$ cat src/rtl/mips_ctrl_pkg.sv
// Shared encodings for the multicycle MIPS-subset controller: opcodes,
// function codes, FSM states, datapath select codes and instruction classes.
package mips_ctrl_pkg;

  localparam logic [5:0] OP_RTYPE = 6'h00;
  localparam logic [5:0] OP_J     = 6'h02;
  localparam logic [5:0] OP_JAL   = 6'h03;
  localparam logic [5:0] OP_BEQ   = 6'h04;
  localparam logic [5:0] OP_ORI   = 6'h0D;
  localparam logic [5:0] OP_LUI   = 6'h0F;
  localparam logic [5:0] OP_LW    = 6'h23;
  localparam logic [5:0] OP_SW    = 6'h2B;

  localparam logic [5:0] FN_SLL   = 6'h00;
  localparam logic [5:0] FN_JR    = 6'h08;
  localparam logic [5:0] FN_ADDU  = 6'h21;
  localparam logic [5:0] FN_SUBU  = 6'h23;

  typedef enum logic [3:0] {
    S_FETCH  = 4'd0,
    S_DECODE = 4'd1,
    S_EXE    = 4'd2,
    S_MEM_RD = 4'd3,
    S_MEM_WR = 4'd4,
    S_WB_ALU = 4'd5,
    S_WB_MEM = 4'd6,
    S_BRANCH = 4'd7,
    S_JUMP   = 4'd8,
    S_HALT   = 4'd9
  } state_t;

  typedef enum logic [2:0] {ALU_ADD = 3'd0, ALU_SUB = 3'd1, ALU_OR = 3'd2, ALU_LUI = 3'd3} alu_op_t;
  typedef enum logic [1:0] {EXT_ZERO = 2'd0, EXT_SIGN = 2'd1, EXT_UPPER = 2'd2} ext_op_t;
  typedef enum logic [1:0] {NPC_PC4 = 2'd0, NPC_BRANCH = 2'd1, NPC_JIDX = 2'd2, NPC_RS = 2'd3} npc_sel_t;
  typedef enum logic [1:0] {DST_RT = 2'd0, DST_RD = 2'd1, DST_R31 = 2'd2} reg_dst_t;
  typedef enum logic [1:0] {WD_ALU = 2'd0, WD_MEM = 2'd1, WD_PC4 = 2'd2} wd_sel_t;

  // One-hot instruction class bit positions
  localparam int C_ADDU  = 0;
  localparam int C_SUBU  = 1;
  localparam int C_ORI   = 2;
  localparam int C_LUI   = 3;
  localparam int C_LW    = 4;
  localparam int C_SW    = 5;
  localparam int C_BEQ   = 6;
  localparam int C_J     = 7;
  localparam int C_JAL   = 8;
  localparam int C_JR    = 9;
  localparam int C_NOP   = 10;
  localparam int NUM_CLS = 11;

  typedef logic [NUM_CLS-1:0] cls_t;

endpackage

$ cat src/rtl/multicycle_ctrl_if.sv
// Controller <-> datapath bundle: decoded instruction fields and flags in,
// strobes and selects out. master = controller, slave = datapath.
interface multicycle_ctrl_if;
  logic [5:0] opcode;
  logic [5:0] func;
  logic       zero;
  logic       mem_ready;
  logic       pc_we;
  logic       ir_we;
  logic       reg_we;
  logic       mem_re;
  logic       mem_we;
  logic [1:0] npc_sel;
  logic [1:0] reg_dst;
  logic [1:0] wd_sel;
  logic       alu_src;
  logic [2:0] alu_op;
  logic [1:0] ext_op;
  logic       halted;
  logic [3:0] state;

  modport master (
    input  opcode, func, zero, mem_ready,
    output pc_we, ir_we, reg_we, mem_re, mem_we,
           npc_sel, reg_dst, wd_sel, alu_src, alu_op, ext_op, halted, state
  );

  modport slave (
    output opcode, func, zero, mem_ready,
    input  pc_we, ir_we, reg_we, mem_re, mem_we,
           npc_sel, reg_dst, wd_sel, alu_src, alu_op, ext_op, halted, state
  );
endinterface

$ cat src/rtl/multicycle_ctrl_class.sv
// Combinational instruction classifier: opcode/func -> one-hot class,
// with illegal raised when nothing matches.
module ctrl_class
  import mips_ctrl_pkg::*;
(
  input  logic [5:0] opcode,
  input  logic [5:0] func,
  output cls_t       cls,
  output logic       illegal
);

  always_comb begin
    cls = '0;
    case (opcode)
      OP_RTYPE: begin
        case (func)
          FN_ADDU: cls[C_ADDU] = 1'b1;
          FN_SUBU: cls[C_SUBU] = 1'b1;
          FN_JR:   cls[C_JR]   = 1'b1;
          // shamt is not visible here; any sll is treated as nop
          FN_SLL:  cls[C_NOP]  = 1'b1;
          default: ;
        endcase
      end
      OP_ORI:  cls[C_ORI] = 1'b1;
      OP_LUI:  cls[C_LUI] = 1'b1;
      OP_LW:   cls[C_LW]  = 1'b1;
      OP_SW:   cls[C_SW]  = 1'b1;
      OP_BEQ:  cls[C_BEQ] = 1'b1;
      OP_J:    cls[C_J]   = 1'b1;
      OP_JAL:  cls[C_JAL] = 1'b1;
      default: ;
    endcase
  end

  assign illegal = (cls == '0);

endmodule

$ cat src/rtl/multicycle_ctrl.sv
// Multicycle MIPS-subset control FSM. Strobes decode from the state and the
// opcode/func latched in DECODE; only FETCH/MEM waits and BRANCH look at live flags.
module multicycle_ctrl
  import mips_ctrl_pkg::*;
#(
  parameter int ILLEGAL_TRAP = 1
) (
  input  logic              clk,
  input  logic              rst_n,
  multicycle_ctrl_if.master bus
);

  state_t     state_q, state_d;
  logic [5:0] op_q, fn_q;
  logic [5:0] op_cls, fn_cls;
  cls_t       cls;
  logic       illegal;

  logic       pc_we, ir_we, reg_we, mem_re, mem_we, alu_src, halted;
  npc_sel_t   npc_sel;
  reg_dst_t   reg_dst;
  wd_sel_t    wd_sel;
  alu_op_t    alu_op;
  ext_op_t    ext_op;

  // DECODE classifies the live fields; every later state uses the latched copy
  assign op_cls = (state_q == S_DECODE) ? bus.opcode : op_q;
  assign fn_cls = (state_q == S_DECODE) ? bus.func   : fn_q;

  ctrl_class u_class (
    .opcode  (op_cls),
    .func    (fn_cls),
    .cls     (cls),
    .illegal (illegal)
  );

  always_ff @(posedge clk or negedge rst_n) begin
    if (!rst_n) begin
      state_q <= S_FETCH;
      op_q    <= '0;
      fn_q    <= '0;
    end else begin
      state_q <= state_d;
      if (state_q == S_DECODE) begin
        op_q <= bus.opcode;
        fn_q <= bus.func;
      end
    end
  end

  always_comb begin
    state_d = state_q;
    pc_we   = 1'b0;
    ir_we   = 1'b0;
    reg_we  = 1'b0;
    mem_re  = 1'b0;
    mem_we  = 1'b0;
    alu_src = 1'b0;
    halted  = 1'b0;
    npc_sel = NPC_PC4;
    reg_dst = DST_RT;
    wd_sel  = WD_ALU;
    alu_op  = ALU_ADD;
    ext_op  = EXT_ZERO;

    case (state_q)
      S_FETCH: begin
        mem_re = 1'b1;
        if (bus.mem_ready) begin
          ir_we   = 1'b1;
          pc_we   = 1'b1;
          state_d = S_DECODE;
        end
      end
      S_DECODE: begin
        if (cls[C_ADDU] | cls[C_SUBU] | cls[C_ORI] | cls[C_LUI] | cls[C_LW] | cls[C_SW])
          state_d = S_EXE;
        else if (cls[C_BEQ])
          state_d = S_BRANCH;
        else if (cls[C_J] | cls[C_JAL] | cls[C_JR])
          state_d = S_JUMP;
        else if (cls[C_NOP])
          state_d = S_FETCH;
        else if (illegal && ILLEGAL_TRAP != 0)
          state_d = S_HALT;
        else
          state_d = S_FETCH;
      end
      S_EXE: begin
        if (cls[C_ADDU] | cls[C_SUBU]) begin
          alu_op = cls[C_SUBU] ? ALU_SUB : ALU_ADD;
        end else begin
          alu_src = 1'b1;
          if (cls[C_ORI]) begin
            alu_op = ALU_OR;
            ext_op = EXT_ZERO;
          end else if (cls[C_LUI]) begin
            alu_op = ALU_LUI;
            ext_op = EXT_UPPER;
          end else begin
            alu_op = ALU_ADD;
            ext_op = EXT_SIGN;
          end
        end
        if (cls[C_LW])      state_d = S_MEM_RD;
        else if (cls[C_SW]) state_d = S_MEM_WR;
        else                state_d = S_WB_ALU;
      end
      S_MEM_RD: begin
        mem_re = 1'b1;
        if (bus.mem_ready) state_d = S_WB_MEM;
      end
      S_MEM_WR: begin
        // write enable is qualified by ready so no store fires into a busy memory
        if (bus.mem_ready) begin
          mem_we  = 1'b1;
          state_d = S_FETCH;
        end
      end
      S_WB_ALU: begin
        reg_we  = 1'b1;
        reg_dst = (cls[C_ADDU] | cls[C_SUBU]) ? DST_RD : DST_RT;
        state_d = S_FETCH;
      end
      S_WB_MEM: begin
        reg_we  = 1'b1;
        wd_sel  = WD_MEM;
        state_d = S_FETCH;
      end
      S_BRANCH: begin
        alu_op  = ALU_SUB;
        npc_sel = NPC_BRANCH;
        pc_we   = bus.zero;
        state_d = S_FETCH;
      end
      S_JUMP: begin
        pc_we   = 1'b1;
        npc_sel = cls[C_JR] ? NPC_RS : NPC_JIDX;
        if (cls[C_JAL]) begin
          reg_we  = 1'b1;
          reg_dst = DST_R31;
          wd_sel  = WD_PC4;
        end
        state_d = S_FETCH;
      end
      S_HALT: begin
        halted = 1'b1;
      end
      default: state_d = S_FETCH;
    endcase

    // Reset blanks outputs immediately, even though FETCH would otherwise drive mem_re
    if (!rst_n) begin
      pc_we   = 1'b0;
      ir_we   = 1'b0;
      reg_we  = 1'b0;
      mem_re  = 1'b0;
      mem_we  = 1'b0;
      alu_src = 1'b0;
      halted  = 1'b0;
      npc_sel = NPC_PC4;
      reg_dst = DST_RT;
      wd_sel  = WD_ALU;
      alu_op  = ALU_ADD;
      ext_op  = EXT_ZERO;
    end
  end

  assign bus.pc_we   = pc_we;
  assign bus.ir_we   = ir_we;
  assign bus.reg_we  = reg_we;
  assign bus.mem_re  = mem_re;
  assign bus.mem_we  = mem_we;
  assign bus.npc_sel = npc_sel;
  assign bus.reg_dst = reg_dst;
  assign bus.wd_sel  = wd_sel;
  assign bus.alu_src = alu_src;
  assign bus.alu_op  = alu_op;
  assign bus.ext_op  = ext_op;
  assign bus.halted  = halted;
  assign bus.state   = state_q;

endmodule

$ cat src/flat_wrapper.sv
// flat-port wrapper written by rule: the top's interface ports become plain ports
module multicycle_ctrl_flat import mips_ctrl_pkg::*;
#(
  parameter int ILLEGAL_TRAP = 1
)
  (clk, rst_n, bus_opcode, bus_func, bus_zero, bus_mem_ready, bus_pc_we, bus_ir_we, bus_reg_we, bus_mem_re, bus_mem_we, bus_npc_sel, bus_reg_dst, bus_wd_sel, bus_alu_src, bus_alu_op, bus_ext_op, bus_halted, bus_state);
  multicycle_ctrl_if bus_i ();
  input  logic clk;
  input  logic rst_n;
  input wire logic [$bits(bus_i.opcode)-1:0] bus_opcode;
  input wire logic [$bits(bus_i.func)-1:0] bus_func;
  input wire logic [$bits(bus_i.zero)-1:0] bus_zero;
  input wire logic [$bits(bus_i.mem_ready)-1:0] bus_mem_ready;
  output wire logic [$bits(bus_i.pc_we)-1:0] bus_pc_we;
  output wire logic [$bits(bus_i.ir_we)-1:0] bus_ir_we;
  output wire logic [$bits(bus_i.reg_we)-1:0] bus_reg_we;
  output wire logic [$bits(bus_i.mem_re)-1:0] bus_mem_re;
  output wire logic [$bits(bus_i.mem_we)-1:0] bus_mem_we;
  output wire logic [$bits(bus_i.npc_sel)-1:0] bus_npc_sel;
  output wire logic [$bits(bus_i.reg_dst)-1:0] bus_reg_dst;
  output wire logic [$bits(bus_i.wd_sel)-1:0] bus_wd_sel;
  output wire logic [$bits(bus_i.alu_src)-1:0] bus_alu_src;
  output wire logic [$bits(bus_i.alu_op)-1:0] bus_alu_op;
  output wire logic [$bits(bus_i.ext_op)-1:0] bus_ext_op;
  output wire logic [$bits(bus_i.halted)-1:0] bus_halted;
  output wire logic [$bits(bus_i.state)-1:0] bus_state;
  assign bus_i.opcode = bus_opcode;
  assign bus_i.func = bus_func;
  assign bus_i.zero = bus_zero;
  assign bus_i.mem_ready = bus_mem_ready;
  assign bus_pc_we = bus_i.pc_we;
  assign bus_ir_we = bus_i.ir_we;
  assign bus_reg_we = bus_i.reg_we;
  assign bus_mem_re = bus_i.mem_re;
  assign bus_mem_we = bus_i.mem_we;
  assign bus_npc_sel = bus_i.npc_sel;
  assign bus_reg_dst = bus_i.reg_dst;
  assign bus_wd_sel = bus_i.wd_sel;
  assign bus_alu_src = bus_i.alu_src;
  assign bus_alu_op = bus_i.alu_op;
  assign bus_ext_op = bus_i.ext_op;
  assign bus_halted = bus_i.halted;
  assign bus_state = bus_i.state;
  multicycle_ctrl #(.ILLEGAL_TRAP(ILLEGAL_TRAP)) u_core (.clk(clk), .rst_n(rst_n), .bus(bus_i));
endmodule
$ cat config.mk
export PLATFORM = sky130hd
export DESIGN_NAME = multicycle_ctrl_flat
export DESIGN_NICKNAME = d
export VERILOG_FILES = /design/src/rtl/mips_ctrl_pkg.sv /design/src/rtl/multicycle_ctrl_if.sv /design/src/rtl/multicycle_ctrl_class.sv /design/src/rtl/multicycle_ctrl.sv /design/src/flat_wrapper.sv
export SDC_FILE = /design/constraint.sdc
export NUM_CORES = 1
export LEC_CHECK = 0
export BUFFER_PORTS_ARGS = -buffer_cell sky130_fd_sc_hd__buf_2
export CAP_MARGIN = 20
export CORE_MARGIN = 3
export CORE_UTILIZATION = 43
export CTS_BUF_LIST = sky130_fd_sc_hd__clkbuf_16
export DETAILED_ROUTE_END_ITERATION = 10
export MAX_ROUTING_LAYER = met4
export PLACE_DENSITY = 0.73
export SETUP_SLACK_MARGIN = 0.3
export SKIP_LAST_GASP = 1
export SYNTH_ARGS = -nofsm -noshare
export SYNTH_HDL_FRONTEND = slang
export SYNTH_SLANG_ARGS = --single-unit
export TNS_END_PERCENT = 30
$ cat constraint.sdc
create_clock -name clk -period 1.95 [get_ports clk]
set_clock_uncertainty 0.2 [all_clocks]
set_input_delay 0.2925 -clock clk [delete_from_list [all_inputs] [get_ports clk]]
set_output_delay 0.2925 -clock clk [all_outputs]
set_load 0.01 [all_outputs]
After elaboration in Yosys (flattened, before gate mapping)
Index checks and enable logic that the tools add are counted.
{"block": "word_totals", "word_cells": 103, "input_bits": 16, "output_inout_bits": 22, "ff_bits": 16}
{"block": "op_classes", "reduce_logical": 7, "bitwise_logic": 8, "muxes": 63, "eq_ne": 22}
{"op": "4-bit 2-to-1 mux", "count": 9}
{"op": "1-bit 2-to-1 mux", "count": 30}
{"op": "6-bit == test, second input constant", "count": 4}
{"op": "2-bit 2-to-1 mux", "count": 12}
{"op": "4-bit one-hot mux with 6 select lines", "count": 1}
{"op": "6-bit by 4-bit == test with 1-bit output, second input constant", "count": 3}
{"op": "4-bit by 3-bit == test with 1-bit output, second input constant", "count": 4}
{"op": "6-bit by 2-bit == test with 1-bit output, second input constant", "count": 2}
{"op": "6-bit logical NOT", "count": 2}
{"op": "6-bit 2-to-1 mux", "count": 2}
{"op": "2-bit one-hot mux with 2 select lines", "count": 3}
{"op": "11-bit logical NOT", "count": 1}
{"op": "3-bit 2-to-1 mux", "count": 3}
{"op": "4-bit by 2-bit == test with 1-bit output, second input constant", "count": 2}
{"op": "4-bit == test, second input constant", "count": 2}
{"op": "1-bit OR", "count": 7}
{"op": "6-bit by 3-bit == test with 1-bit output, second input constant", "count": 1}
{"op": "2-bit != test, second input constant", "count": 3}
{"op": "3-bit one-hot mux with 2 select lines", "count": 1}
{"op": "4-bit by 1-bit == test with 1-bit output, second input constant", "count": 1}
{"op": "4-bit logical NOT", "count": 1}
{"op": "4-bit AND reduction", "count": 1}
{"op": "2-bit OR reduction", "count": 2}
{"op": "1-bit one-hot mux with 3 select lines", "count": 1}
{"op": "2 further kinds", "count": 2}

Depth between registers and ports, before layout
{"block": "depth", "word_depth": 12, "mapped_depth": 7, "mapped_depth_nobuf": 5}

By module
A second synthesis with hierarchy kept.
{"block": "unflattened", "hier_cells": 139, "area_unflattened_um2": 1177.4}
{"module": "multicycle_ctrl", "n_inst": 1, "seq_area_each_um2": 400.4, "cells_each": 105, "area_each_um2": 984.7}
{"module": "ctrl_class", "n_inst": 1, "seq_area_each_um2": 0.0, "cells_each": 34, "area_each_um2": 192.7}

Worst setup path before layout
No wires, ideal clock.
{"block": "synth_timing", "path_kind": "register -> output", "startpoint": "register u_core.state_q[3] (netlist: u_core.bus.state[3])", "endpoint": "output bus_reg_we", "required_time_ns": 1.457, "path_slack_ns": -0.376, "path_buffers": 1, "arrival_time_ns": 1.833, "path_stages_with_launch": 6, "cell_sequence": "dfrtp_1 buf_2 nor4b_4 mux2_2 nor4b_4 a21o_1"}
{"block": "synth_between", "elab_chain_len": 7}
{"element": "start, declared", "line": "multicycle_ctrl.sv:13", "rtl": "state_t state_q, state_d;"}
{"element": "start signal, assigned", "line": "multicycle_ctrl.sv:43", "rtl": "state_q <= state_d;"}
{"element": "4-bit by 1-bit == test with 1-bit output", "line": "multicycle_ctrl.sv:27", "rtl": "assign op_cls = (state_q == S_DECODE) ? bus.opcode : op_q;"}
{"element": "6-bit 2-to-1 mux", "line": "multicycle_ctrl.sv:27"}
{"element": "net u_core.op_cls[3]", "line": "multicycle_ctrl.sv:15", "rtl": "logic [5:0] op_cls, fn_cls;"}
{"element": "6-bit by 2-bit == test with 1-bit output", "line": "multicycle_ctrl_class.sv:14", "rtl": "case (opcode)"}
{"element": "1-bit 2-to-1 mux", "line": "multicycle_ctrl_class.sv:14"}
{"element": "1-bit 2-to-1 mux", "line": "multicycle_ctrl.sv:139", "rtl": "if (cls[C_JAL]) begin"}
{"element": "1-bit one-hot mux with 2 select lines", "line": "multicycle_ctrl.sv:66", "rtl": "case (state_q)"}
{"element": "1-bit 2-to-1 mux", "line": "multicycle_ctrl.sv:153", "rtl": "if (!rst_n) begin"}
{"element": "end, declared", "line": "flat_wrapper.sv:16", "rtl": "output wire logic [$bits(bus_i.reg_we)-1:0] bus_reg_we;"}
The timed path passes the listed nets, and every way through them passes these cells.

Worst setup path after layout
{"block": "layout_timing", "startpoint": "register u_core.op_q[5]", "endpoint": "output bus_reg_dst[0]"}
{"block": "layout_between", "elab_chain_len": 7}
{"element": "start, declared", "line": "multicycle_ctrl.sv:14", "rtl": "logic [5:0] op_q, fn_q;"}
{"element": "start signal, assigned", "line": "multicycle_ctrl.sv:45", "rtl": "op_q <= bus.opcode;"}
{"element": "6-bit 2-to-1 mux", "line": "multicycle_ctrl.sv:27"}
{"element": "6-bit logical NOT", "line": "multicycle_ctrl_class.sv:14"}
{"element": "2-bit 2-to-1 mux", "line": "multicycle_ctrl_class.sv:14"}
{"element": "1-bit OR", "line": "multicycle_ctrl.sv:122", "rtl": "reg_dst = (cls[C_ADDU] | cls[C_SUBU]) ? DST_RD : DST_RT;"}
{"element": "1-bit 2-to-1 mux", "line": "multicycle_ctrl.sv:122"}
{"element": "2-bit one-hot mux with 2 select lines", "line": "multicycle_ctrl.sv:66"}
{"element": "2-bit 2-to-1 mux", "line": "multicycle_ctrl.sv:153"}
{"element": "end, declared", "line": "flat_wrapper.sv:20", "rtl": "output wire logic [$bits(bus_i.reg_dst)-1:0] bus_reg_dst;"}
Every way passes these cells.

==> summary.txt <==
Pwr Density: 1580 nW/um2
RSZ-0062 raised after global routing: true
Slew Viols, Final: 0
First-pass GRT wire length: 6300 um
Hold Path Class: input port to flip-flop
Drt via density: 5.77
Rows: 18
Hold-critical path endpoint: u_core.op_q[4]
DP HPWL: 2810 um
Max Clk Rate: 0.396 GHz
Routed WL: 3950 um
Worst-margin pin slew: 739 ps
Sequential fraction of the synthesis area: 0.337
Die W: 58.6 um
Die height: 58.6 um
Part of the cycle the worst path needs: 1.30
WL/cell: 16.0 um
Synth warnings: 0
Clock transition at path regs: 50 ps
Ys async rst share: 1.00
Largest net degree at the start of global routing: 17
Hold-critical path depth: 3
Failing checks: setup timing
Port Buffers: 36
Clock buffer depth: 2
Fin worst setup slack: -578 ps
Minimum clock period: 2530 ps
R2R Path Start: u_core.bus.state[1]
Clock sink count: 16
Clock root buffer: clkbuf_16
Tot Pwr: 2.78 mW
Worst vdd ir: 1.17 mV
Core Footprint: 2540 um2
Drt first pass iters: 5
Reg2Reg Setup Slack: -200 ps
Clock Latency Late Sink: 250 ps
CP Launch Type: flip-flop
Max_slew headroom: 0.506
Initial DRC count: 91
Primary FF master, synth: dfrtp_1
Status: finished, violations left
Total GRT Usage: 0.245
Crit-path max FO: 4
Yosys reg bits: 16
Syn_area_per_cell: 8.09 um2
CTS tree: built
Syn-to-layout area delta: 48.5%
Setup crit end kind: primary output
Cts bufs inserted: 3
Post-synthesis cell area: 1190 um2
Worst EP required: 1460 ps
Syn nets: 163
Overflow after GRT: 0
Share of layout cells above drive strength 1: 0.442
Routability cong.: 0.849
Effective utilization at floorplan: 0.467
Level count of the clock H-tree: 1
Routed vias: 1,426
Residual DRC: 0
Finish-stage setup viols: 17
R2r endpoint: u_core.bus.state[0]
Max-cap violations: 0
Antenna Cells: 0
Initial antenna violation count: 0
Post-Synthesis Cells: 147
EDFF count, synth: 0
Routed Antenna Nets: 0
Fill count: 191
Crit path kind: flip-flop to primary output
Hold Vio Cnt, Final: 0
Vias in the first global route: 1,442
Hold Startpoint: bus_opcode[4]
Worst path arrival time: 2040 ps
Leak Pwr: 0.912 nW
Utilization after layout: 0.694
Synth cell types: 44
Reg2Reg Depth: 6
Die ar.: 3430 um2
Ports: 38
Layout net count: 234
[through the flow]
stage	instance area, um2	hold WS, ps	cells	TNS [ps]	setup WS, ps
after global routing	1770	110	247	-6930	-612
after detailed placement	1660	119	242	-2040	-276
after CTS	1750	75.1	247	-5190	-526
final	1770	78.0	247	-5740	-578
after global placement	1660	125	242	-1730	-206
after floorplan	1230	-203	147	-1250	-266
[cell usage after synthesis, drive strengths merged, types with 2 or more instances]
| cell type | number | share of area |
|---|---|---|
| nor2 | 19 | 0.062 |
| mux2 | 3 | 0.028 |
| nor3 | 7 | 0.029 |
| nor4b | 5 | 0.075 |
| buf | 5 | 0.025 |
| nand2b | 4 | 0.023 |
| o22ai | 2 | 0.011 |
| a21oi | 3 | 0.013 |
| nand3 | 4 | 0.017 |
| nand4 | 2 | 0.011 |
| inv | 6 | 0.019 |
| nand4b | 2 | 0.015 |
| or4 | 2 | 0.016 |
| dfrtp | 16 | 0.34 |
| nand3b | 2 | 0.013 |
| nand2 | 34 | 0.11 |
| mux2i | 3 | 0.028 |
| a31oi | 2 | 0.011 |
| nor2b | 3 | 0.016 |
| o211ai | 2 | 0.013 |
| nor4 | 2 | 0.011 |
| o21ai | 2 | 0.0084 |
| o221ai | 2 | 0.015 |
[worst max path at each step]
stage                             start        endpoint  cells past startpoint
finish                   u_core.op_q[5]  bus_reg_dst[0]                      5
global route             u_core.op_q[5]   bus_alu_op[0]                      6
CTS                      u_core.op_q[5]   bus_alu_op[0]                      6
detailed placement       u_core.op_q[5]   bus_alu_op[0]                      6
global placement         u_core.op_q[5]   bus_alu_op[0]                      6
floorplan           u_core.bus.state[3]      bus_reg_we                      5
[routing by layer]
layer / routed length, um / vias to the layer above / track usage
li1: - / 662 / -
met1: 1580 / 657 / 0.289
met2: 1900 / 77 / 0.392
met3: 257 / 30 / 0.0482
met4: 213 / 0 / 0.136
met5: 0 / - / -
[what timing repair did]
action,CTS,global route
gates cloned,0,0
setup endpoints to repair,23,24
buffers inserted,0,0
resized for setup,0,5
hold buffers,1,0
pin swaps,2,0
endpoints found under the hold margin,16,0
[final cells by class]
type,instances,area (um2),share of cell area
multi-input combinational,119,767,0.434
tap,30,37.5,0.0213
inverter,6,22.5,0.0128
clock buffer,3,75.1,0.0425
timing repair buffer,72,459,0.260
sequential,16,400,0.227
clock inverter,1,3.75,0.00213
[where the power goes]
group | switching (mW) | internal, mW
combinational | 0.873 | 0.855
clock | 0.149 | 0.273
sequential | 0.131 | 0.501
total | 1.15 | 1.63
[critical path: stages (launching register included)]
cell,delay [ps]
dfrtp_1,370
or4_4,580
nor4b_4,290
mux2i_2,160
nor3_1,200
buf_2,190
[cells in the final DEF, fill, tap and decap left out, types with 3 or more instances in the layout]
master     netlist  final
buf_4            2     35
mux2i_2          1      3
nor4b_4          3      3
nand2_1         34     33
nand3_1          4      4
nor2b_1          3      3
nor2_1          18     17
buf_2            3     35
dfrtp_1         16     16
clkbuf_16        0      3
a21oi_1          3      3
inv_1            6      5
nor3_1           7      6
[flip-flops by register name, summed over array words and instances, names as in the netlist]
register and flops:
u_core.bus.state 4, u_core.fn_q 6, u_core.op_q 6
[cells by family (layout without fill, tap and decap cells)]
group,after synthesis,count (layout),share of synthesized area
simple gates,91,91,0.425
flops,16,16,0.337
other cells,1,1,0.00315
compound gates,21,21,0.131
buf+inv,12,82,0.0474
mux,6,6,0.0568
No activity file was read; power rests on OpenSTA's default activity.
